**src/rtl/ecg_infer_ctrl_if.sv**
```systemverilog
// Control/result bundle between the ECG inference sequencer, the six pipeline
// stages and the host. The controller takes the slave view; the environment takes the master view.
interface ecg_infer_ctrl_if #(
    parameter int NUM_BLK = 6,
    parameter int CNT_W   = 20
);
    // No valid/ready pairs: start, abort, stage_val and class_val are one-cycle
    // strobes sampled on every rising clock edge and are never back-pressured.
    // done is a one-cycle strobe qualifying class_out.
    logic               start;
    logic               abort;
    logic [NUM_BLK-2:0] stage_val;
    logic [2:0]         class_in;
    logic               class_val;
    logic [NUM_BLK-1:0] blk_rst_n;
    logic               busy;
    logic               done;
    logic [2:0]         class_out;
    logic               timeout_err;
    logic [CNT_W-1:0]   cycle_cnt;
    logic [1:0]         state_dbg;

    modport master (
        output start, abort, stage_val, class_in, class_val,
        input  blk_rst_n, busy, done, class_out, timeout_err, cycle_cnt, state_dbg
    );

    modport slave (
        input  start, abort, stage_val, class_in, class_val,
        output blk_rst_n, busy, done, class_out, timeout_err, cycle_cnt, state_dbg
    );
endinterface

```
**src/rtl/ecg_infer_ctrl.sv**
```systemverilog
// Inference sequencer: releases pipeline stage resets in order, bounds each run
// with a timeout and latches the final class with a one-cycle done pulse.
module ecg_infer_ctrl #(
    parameter int NUM_BLK = 6,
    parameter int CNT_W   = 20,
    parameter int TIMEOUT = 1000000
) (
    input  logic             clk,
    input  logic             rst_n,
    ecg_infer_ctrl_if.slave  bus
);
    typedef enum logic [1:0] {
        IDLE = 2'd0,
        RUN  = 2'd1,
        DONE = 2'd2,
        ERR  = 2'd3
    } state_t;

    localparam logic [CNT_W-1:0]   CNT_LAST  = CNT_W'(TIMEOUT - 1);
    localparam logic [NUM_BLK-1:0] REL_FIRST = {{(NUM_BLK-1){1'b0}}, 1'b1};

    state_t             state;
    logic [NUM_BLK-1:0] rel_next;
    logic               class_ok;
    logic               timeout_hit;

    // blk_rst_n doubles as the release mask; each stage_val bit is judged
    // against the current mask only, so at most one new stage per cycle.
    always_comb begin
        rel_next = bus.blk_rst_n;
        for (int i = 1; i < NUM_BLK; i++) begin
            if (bus.stage_val[i-1] && bus.blk_rst_n[i-1]) begin
                rel_next[i] = 1'b1;
            end
        end
    end

    assign class_ok    = bus.class_val && bus.blk_rst_n[NUM_BLK-1];
    assign timeout_hit = (bus.cycle_cnt == CNT_LAST);
    assign bus.state_dbg = state;

    always_ff @(posedge clk or negedge rst_n) begin
        if (!rst_n) begin
            state           <= IDLE;
            bus.blk_rst_n   <= '0;
            bus.busy        <= 1'b0;
            bus.done        <= 1'b0;
            bus.class_out   <= 3'd0;
            bus.timeout_err <= 1'b0;
            bus.cycle_cnt   <= '0;
        end else begin
            bus.done <= 1'b0;
            case (state)
                IDLE: begin
                    if (bus.start) begin
                        state           <= RUN;
                        bus.blk_rst_n   <= REL_FIRST;
                        bus.busy        <= 1'b1;
                        bus.cycle_cnt   <= '0;
                        bus.timeout_err <= 1'b0;
                    end
                end
                RUN: begin
                    bus.cycle_cnt <= bus.cycle_cnt + CNT_W'(1);
                    if (bus.abort) begin
                        state         <= IDLE;
                        bus.blk_rst_n <= '0;
                        bus.busy      <= 1'b0;
                    end else if (class_ok) begin
                        state         <= DONE;
                        bus.class_out <= bus.class_in;
                        bus.done      <= 1'b1;
                        bus.blk_rst_n <= '0;
                        bus.busy      <= 1'b0;
                    end else if (timeout_hit) begin
                        state           <= ERR;
                        bus.timeout_err <= 1'b1;
                        bus.blk_rst_n   <= '0;
                        bus.busy        <= 1'b0;
                    end else begin
                        bus.blk_rst_n <= rel_next;
                    end
                end
                DONE: begin
                    state <= IDLE;
                end
                ERR: begin
                    // Error flag survives an abort so the host can still read it.
                    if (bus.abort) begin
                        state <= IDLE;
                    end else if (bus.start) begin
                        state           <= RUN;
                        bus.blk_rst_n   <= REL_FIRST;
                        bus.busy        <= 1'b1;
                        bus.cycle_cnt   <= '0;
                        bus.timeout_err <= 1'b0;
                    end
                end
                default: begin
                    state <= IDLE;
                end
            endcase
        end
    end
endmodule
```
**src/flat_wrapper.sv**
```systemverilog
// flat-port wrapper written by rule: the top's interface ports become plain ports
module ecg_infer_ctrl_flat 
#(
    parameter int NUM_BLK = 6,
    parameter int CNT_W   = 20,
    parameter int TIMEOUT = 1000000
)
  (clk, rst_n, bus_start, bus_abort, bus_stage_val, bus_class_in, bus_class_val, bus_blk_rst_n, bus_busy, bus_done, bus_class_out, bus_timeout_err, bus_cycle_cnt, bus_state_dbg);
  ecg_infer_ctrl_if #(.NUM_BLK(NUM_BLK), .CNT_W(CNT_W)) bus_i ();
  input  logic clk;
  input  logic rst_n;
  input wire logic [$bits(bus_i.start)-1:0] bus_start;
  input wire logic [$bits(bus_i.abort)-1:0] bus_abort;
  input wire logic [$bits(bus_i.stage_val)-1:0] bus_stage_val;
  input wire logic [$bits(bus_i.class_in)-1:0] bus_class_in;
  input wire logic [$bits(bus_i.class_val)-1:0] bus_class_val;
  output wire logic [$bits(bus_i.blk_rst_n)-1:0] bus_blk_rst_n;
  output wire logic [$bits(bus_i.busy)-1:0] bus_busy;
  output wire logic [$bits(bus_i.done)-1:0] bus_done;
  output wire logic [$bits(bus_i.class_out)-1:0] bus_class_out;
  output wire logic [$bits(bus_i.timeout_err)-1:0] bus_timeout_err;
  output wire logic [$bits(bus_i.cycle_cnt)-1:0] bus_cycle_cnt;
  output wire logic [$bits(bus_i.state_dbg)-1:0] bus_state_dbg;
  assign bus_i.start = bus_start;
  assign bus_i.abort = bus_abort;
  assign bus_i.stage_val = bus_stage_val;
  assign bus_i.class_in = bus_class_in;
  assign bus_i.class_val = bus_class_val;
  assign bus_blk_rst_n = bus_i.blk_rst_n;
  assign bus_busy = bus_i.busy;
  assign bus_done = bus_i.done;
  assign bus_class_out = bus_i.class_out;
  assign bus_timeout_err = bus_i.timeout_err;
  assign bus_cycle_cnt = bus_i.cycle_cnt;
  assign bus_state_dbg = bus_i.state_dbg;
  ecg_infer_ctrl #(.NUM_BLK(NUM_BLK), .CNT_W(CNT_W), .TIMEOUT(TIMEOUT)) u_core (.clk(clk), .rst_n(rst_n), .bus(bus_i));
endmodule
```
**config.mk**
```make
export PLATFORM = sky130hd
export DESIGN_NAME = ecg_infer_ctrl_flat
export DESIGN_NICKNAME = d
export VERILOG_FILES = /design/src/rtl/ecg_infer_ctrl_if.sv /design/src/rtl/ecg_infer_ctrl.sv /design/src/flat_wrapper.sv
export SDC_FILE = /design/constraint.sdc
export NUM_CORES = 1
export LEC_CHECK = 0
export CORE_ASPECT_RATIO = 0.8
export CORE_UTILIZATION = 43
export DETAILED_ROUTE_END_ITERATION = 8
export PLACE_DENSITY = 0.82
export SETUP_SLACK_MARGIN = 0.3
export SLEW_MARGIN = 10
export SYNTH_ARGS = -nofsm -noshare
export SYNTH_HDL_FRONTEND = slang
export SYNTH_SLANG_ARGS = --single-unit
```
**constraint.sdc**
```tcl
create_clock -name clk -period 1.71 [get_ports clk]
set_clock_uncertainty 0.05 [all_clocks]
set_input_delay 0.342 -clock clk [delete_from_list [all_inputs] [get_ports clk]]
set_output_delay 0.342 -clock clk [all_outputs]
set_load 0.01 [all_outputs]
```
### Word-level counts from Yosys, hierarchy flattened

Cells that the tools add are included.

| storage, ports and cells | value |
|---|---|
| bits in registers | 34 |
| word-level logic and storage cells | 80 |
| bits of input ports | 13 |
| output and inout port bits | 34 |

| cells by class | value |
|---|---|
| multiplexer cells | 35 |
| reductions and logical operators | 17 |
| equality and inequality tests | 14 |
| bitwise logic cells | 1 |
| $add $sub $neg | 1 |

Operators with widths:

| operator | count |
|---|---|
| $pmux W20 S3 | 1 |
| $mux W20 | 2 |
| $mux W6 | 5 |
| $ne A5 B2 Y1 const B | 5 |
| $reduce_and A3 Y1 | 7 |
| $add A20 B1 Y20 const B | 1 |
| $eq A20 B20 Y1 const B | 1 |
| $mux W1 | 18 |
| $pmux W6 S3 | 1 |
| $mux W2 | 5 |
| $pmux W2 S4 | 1 |
| $logic_and A1 B1 Y1 | 6 |
| $ne A2 B2 Y1 const B | 3 |
| $pmux W1 S3 | 2 |
| $reduce_and A5 Y1 | 1 |
| $eq A2 B2 Y1 const B | 2 |
| $ne A4 B2 Y1 const B | 1 |
| $reduce_bool A3 Y1 | 1 |
| $eq A2 B1 Y1 const B | 1 |
| $logic_not A2 Y1 | 1 |
| $ne A2 B1 Y1 const B | 1 |
| $reduce_and A2 Y1 | 1 |
| $not A1 Y1 | 1 |

### Longest topological paths before layout

| logic depth | value |
|---|---|
| depth in word-level cells | 6 |
| mapped depth | 7 |
| gate-level depth less buffers | 5 |

### Worst setup path after synthesis

Ideal clock, no wire load.

| path | value |
|---|---|
| path kind | reg2reg |
| start point | register u_core.state[1] (netlist: u_core.bus.state_dbg[1]) |
| end point | register u_core.bus.cycle_cnt[11] |
| setup slack | -23 ps |
| data required time | 1,583 ps |
| setup time | 77 ps |
| buffers on the path | 1 |
| clock period less this slack | 1,733 ps |
| arrival time | 1,606 ps |
| stages on the path, launching flop included | 6 |
| path through | dfrtp_1 > o21bai_4 > a21o_1 > buf_6 > or4_1 > a21oi_1 |

| on the way | value |
|---|---|
| word-level cells in the longest chain between the ends | 3 |
| elaborated cells between the ends (all ways) | 7 |
| those cells by class | 3 x eq/ne; 1 x mux; 3 x reduce/logical |

RTL lines:

| item | line | RTL |
|---|---|---|
| start: declaration | ecg_infer_ctrl.sv:22 | `state_t state;` |
| start signal: assignment | ecg_infer_ctrl.sv:44 | `state <= IDLE;` |
| start signal: assignment | ecg_infer_ctrl.sv:56 | `state <= RUN;` |
| start signal: assignment | ecg_infer_ctrl.sv:66 | `state <= IDLE;` |
| $eq A2 B2 Y1, or another cell as far along | ecg_infer_ctrl.sv:53 | `case (state)` |
| $ne A2 B2 Y1 (no line) or $reduce_bool A3 Y1 (tied branches) | n/a |  |
| $reduce_and A2 Y1 (no line) | n/a |  |
| end signal: assignment | ecg_infer_ctrl.sv:64 | `bus.cycle_cnt <= bus.cycle_cnt + CNT_W'(1);` |
| end: declaration | ecg_infer_ctrl_if.sv:30 | `output blk_rst_n, busy, done, class_out, timeout_err, cycle_cnt, state_dbg` |

Parallel ways exist; a longest one is shown, timed or not.
A chain may end at the register's enable or synchronous reset.

### Final worst setup path

| path | value |
|---|---|
| start point | register u_core.bus.cycle_cnt[6] |
| end point | register u_core.bus.cycle_cnt[12] |

| on the way | value |
|---|---|
| word-level cells in the longest chain between the ends | 2 |

RTL lines:

| item | line |
|---|---|
| $add A20 B1 Y20 | ecg_infer_ctrl.sv:64 |
| $pmux W20 S3 | ecg_infer_ctrl.sv:53 |

No other way between the ends.

==> results.toml <==
[run_status]
outcome = "completed"

[logic_synthesis]
synth_area_leader_cell = "dfrtp_1"
netlist_area_um2 = 1740
synth-edff-count = 0
syn-num-nets = 189
ys_ff_latch = 34
ys_types = 43
yosysWarnings = 0
syn_area_per_cell_um2 = 9.96
synth_most_common_cell = "dfrtp_1"
synthArstFlopShare_pct = 100
synthDominantCellAreaShare_pct = 48.8
ys_top_cells_by_area = "dfrtp_1, a21oi_1, xnor2_1"
ys.flop_type = "dfrtp_1"
ys_seq_area_share_pct = 48.8
synth_cells = 175
synth_common_cells = "dfrtp_1, a21oi_1, nand2_1, o21ai_0, nor2_1"

[clock_network]
cts_tree = "built"
clock-root-buffer = "clkbuf_8"
worstSkewPairLatency_ns = 0.29
cts_buffer_depth = 2
clkSinkCount = 34
cts.htree.levels = 2
numCtsBuffers = 5
clk_pin_slew_ns = 0.08

[global_route]
grt_usage_pct = 26.9
use_met1_pct = 35.9
grt_pass1_wl_um = 8730
global_route.peak_usage_layer = "met2"
grt_pass1_vias = 1819
use_met3_pct = 5.65
overflow = 0
grt_antenna_before_repair = 0
grt_max_degree = 35
grtUsageMet2_pct = 45.6

[route]
drt_iter0_markers = 139
vias = 1970
avgRoutedWirePerCell_um = 19.6
first_pass_iters = 4
routed_wl_um = 6690
drc = 0
ant_nets = 0
via_per_inst = 5.76

[worst_setup_path]
path_class = "flop to flop"
critPathArrivalTime_ns = 1.82
regToRegStartpoint = "u_core.bus.cycle_cnt[6]"
cp_max_fo = 4
cp-start-kind = "flop"
cp-end-kind = "flop"
required_ns = 1.83
r2r_cells = 7
crit_start = "u_core.bus.cycle_cnt[6]"

[pwr]
vdd_drop_max_v = 0.000871
cellLeakagePower_nw = 1.39
fin_total_pwr_mw = 2.59
power_density_nw_per_um2 = 815

[place]
port_buffers = 46
routabilityCongestion = 0.775
dpl.hpwl_um = 3120
dpl.cell_count = 295

[cells_and_area]
num_antenna_cells = 0
multiInputGateArea_um2 = 1150
layout.cells.non_filler = 342
final_nets = 300
seqCellArea_um2 = 858
drive_gt1_share_pct = 53.0
fin_util_pct = 83.0
syn2layout_area_growth_pct = 82.3
fill_cells = 208

[sta]
worst_pin_slew_ns = 0.329
hold-worst-slack_ns = 0.386
relSlewSlack_pct = 78.0
layout_min_cycle_time_ns = 1.70
rsz0062_at_grt = "true"
min_period_over_period_pct = 99.7
setup_viol = 0
max_freq_ghz = 0.587
slew_violations = 0
finalHoldViolCount = 0
tns_ns = 0

[floorplanning]
row_count = 20
fp.dieH_um = 58.9
io_pins = 47
start_util_pct = 45.5
die-area_um2 = 4310
fp.dieW_um = 73.2
fp.coreArea_um2 = 3830

[job]
cap_violations = 0

[min_path]
hold_class = "primary input to asynchronous set/reset pin"
metrics by stage:
step	setup WS, ns	area, um^2
after floorplan	0.0273	1820
after global placement	-0.365	2490
after detailed placement	-0.424	2490
after CTS	0.0767	2880
after global routing	-0.0505	3180
final	0.00552	3180
routing by layer:
metal,up-vias,routed length (um)
met3,22,289
met4,0,180
met1,999,2820
met5,-,0
li1,871,-
met2,78,3400
layout by cell type, fill, tap and decap left out, types with 4 or more instances in the layout:
master	count
o21ai_0	7
nand3_1	6
dfrtp_2	6
buf_2	7
a21oi_2	14
buf_4	39
dlygate4sd2_1	16
buf_6	23
nand4_1	5
dfrtp_1	28
o31ai_1	4
or4_1	5
nand2_1	7
and3_4	4
clkdlybuf4s50_1	10
clkbuf_8	5
nand2_2	4
clkdlybuf4s15_1	8
xnor2_1	5
a21oi_1	4
a31oi_1	4
inv_1	7
report_power, final:
part	internal (mW)	leakage (nW)	total, mW	switching, mW
Combinational	0.537	0.893	1.05	0.508
Clock	0.282	0.0450	0.586	0.303
Sequential	0.883	0.456	0.958	0.0749
worst max-delay path: stages, from the launching register on:
cell	delay (ns)
dfrtp_1	0.37
buf_4	0.14
and3_4	0.20
buf_4	0.13
o2111ai_4	0.16
buf_6	0.16
o21ai_0	0.27
a21oi_2	0.10
worst paths after layout:
path	end	slack [ns]
hold / removal	u_core.bus.busy	0.39
min in group clk	u_core.bus.class_out[2]	0.47
hold reg to reg	u_core.bus.class_out[2]	0.47
setup / recovery	u_core.bus.cycle_cnt[12]	0.006
max in group asynchronous	u_core.bus.cycle_cnt[7]	1.02
setup reg to reg	u_core.bus.cycle_cnt[12]	0.006
logic make-up after synthesis:
kind of cell    count (synthesis)  synth area share (%)
compound gates                 53                  19.7
xor+xnor                        7                  3.52
buf+inv                        13                  3.88
flops                          34                  48.8
simple gates                   64                  21.5
fa+ha+maj                       1                 0.718
mux                             3                  1.94
layout make-up:
| type | count | share of cell area [%] |
|---|---|---|
| multi-input combinational | 129 | 36.2 |
| timing repair buffer | 109 | 31.2 |
| sequential | 34 | 27.0 |
| clock buffer | 6 | 2.28 |
| tap | 55 | 2.17 |
| inverter | 7 | 0.827 |
| clock inverter | 2 | 0.315 |
repair_timing:
action / CTS / global route
gates resized for setup: 111 / 57
endpoints found under the setup margin: 64 / 39
pin swaps: 19 / 17
cloned: 1 / 0
hold buffers: 0 / 0
buffers inserted: 25 / 13
state kept, by name (all words and copies together), names as in the netlist:
signal	count
u_core.bus.cycle_cnt	20
u_core.bus.blk_rst_n	6
u_core.bus.class_out	3
u_core.bus.state_dbg	2
u_core.bus.busy	1
u_core.bus.done	1
u_core.bus.timeout_err	1
Note: power is estimated with default switching activity, not from simulation.
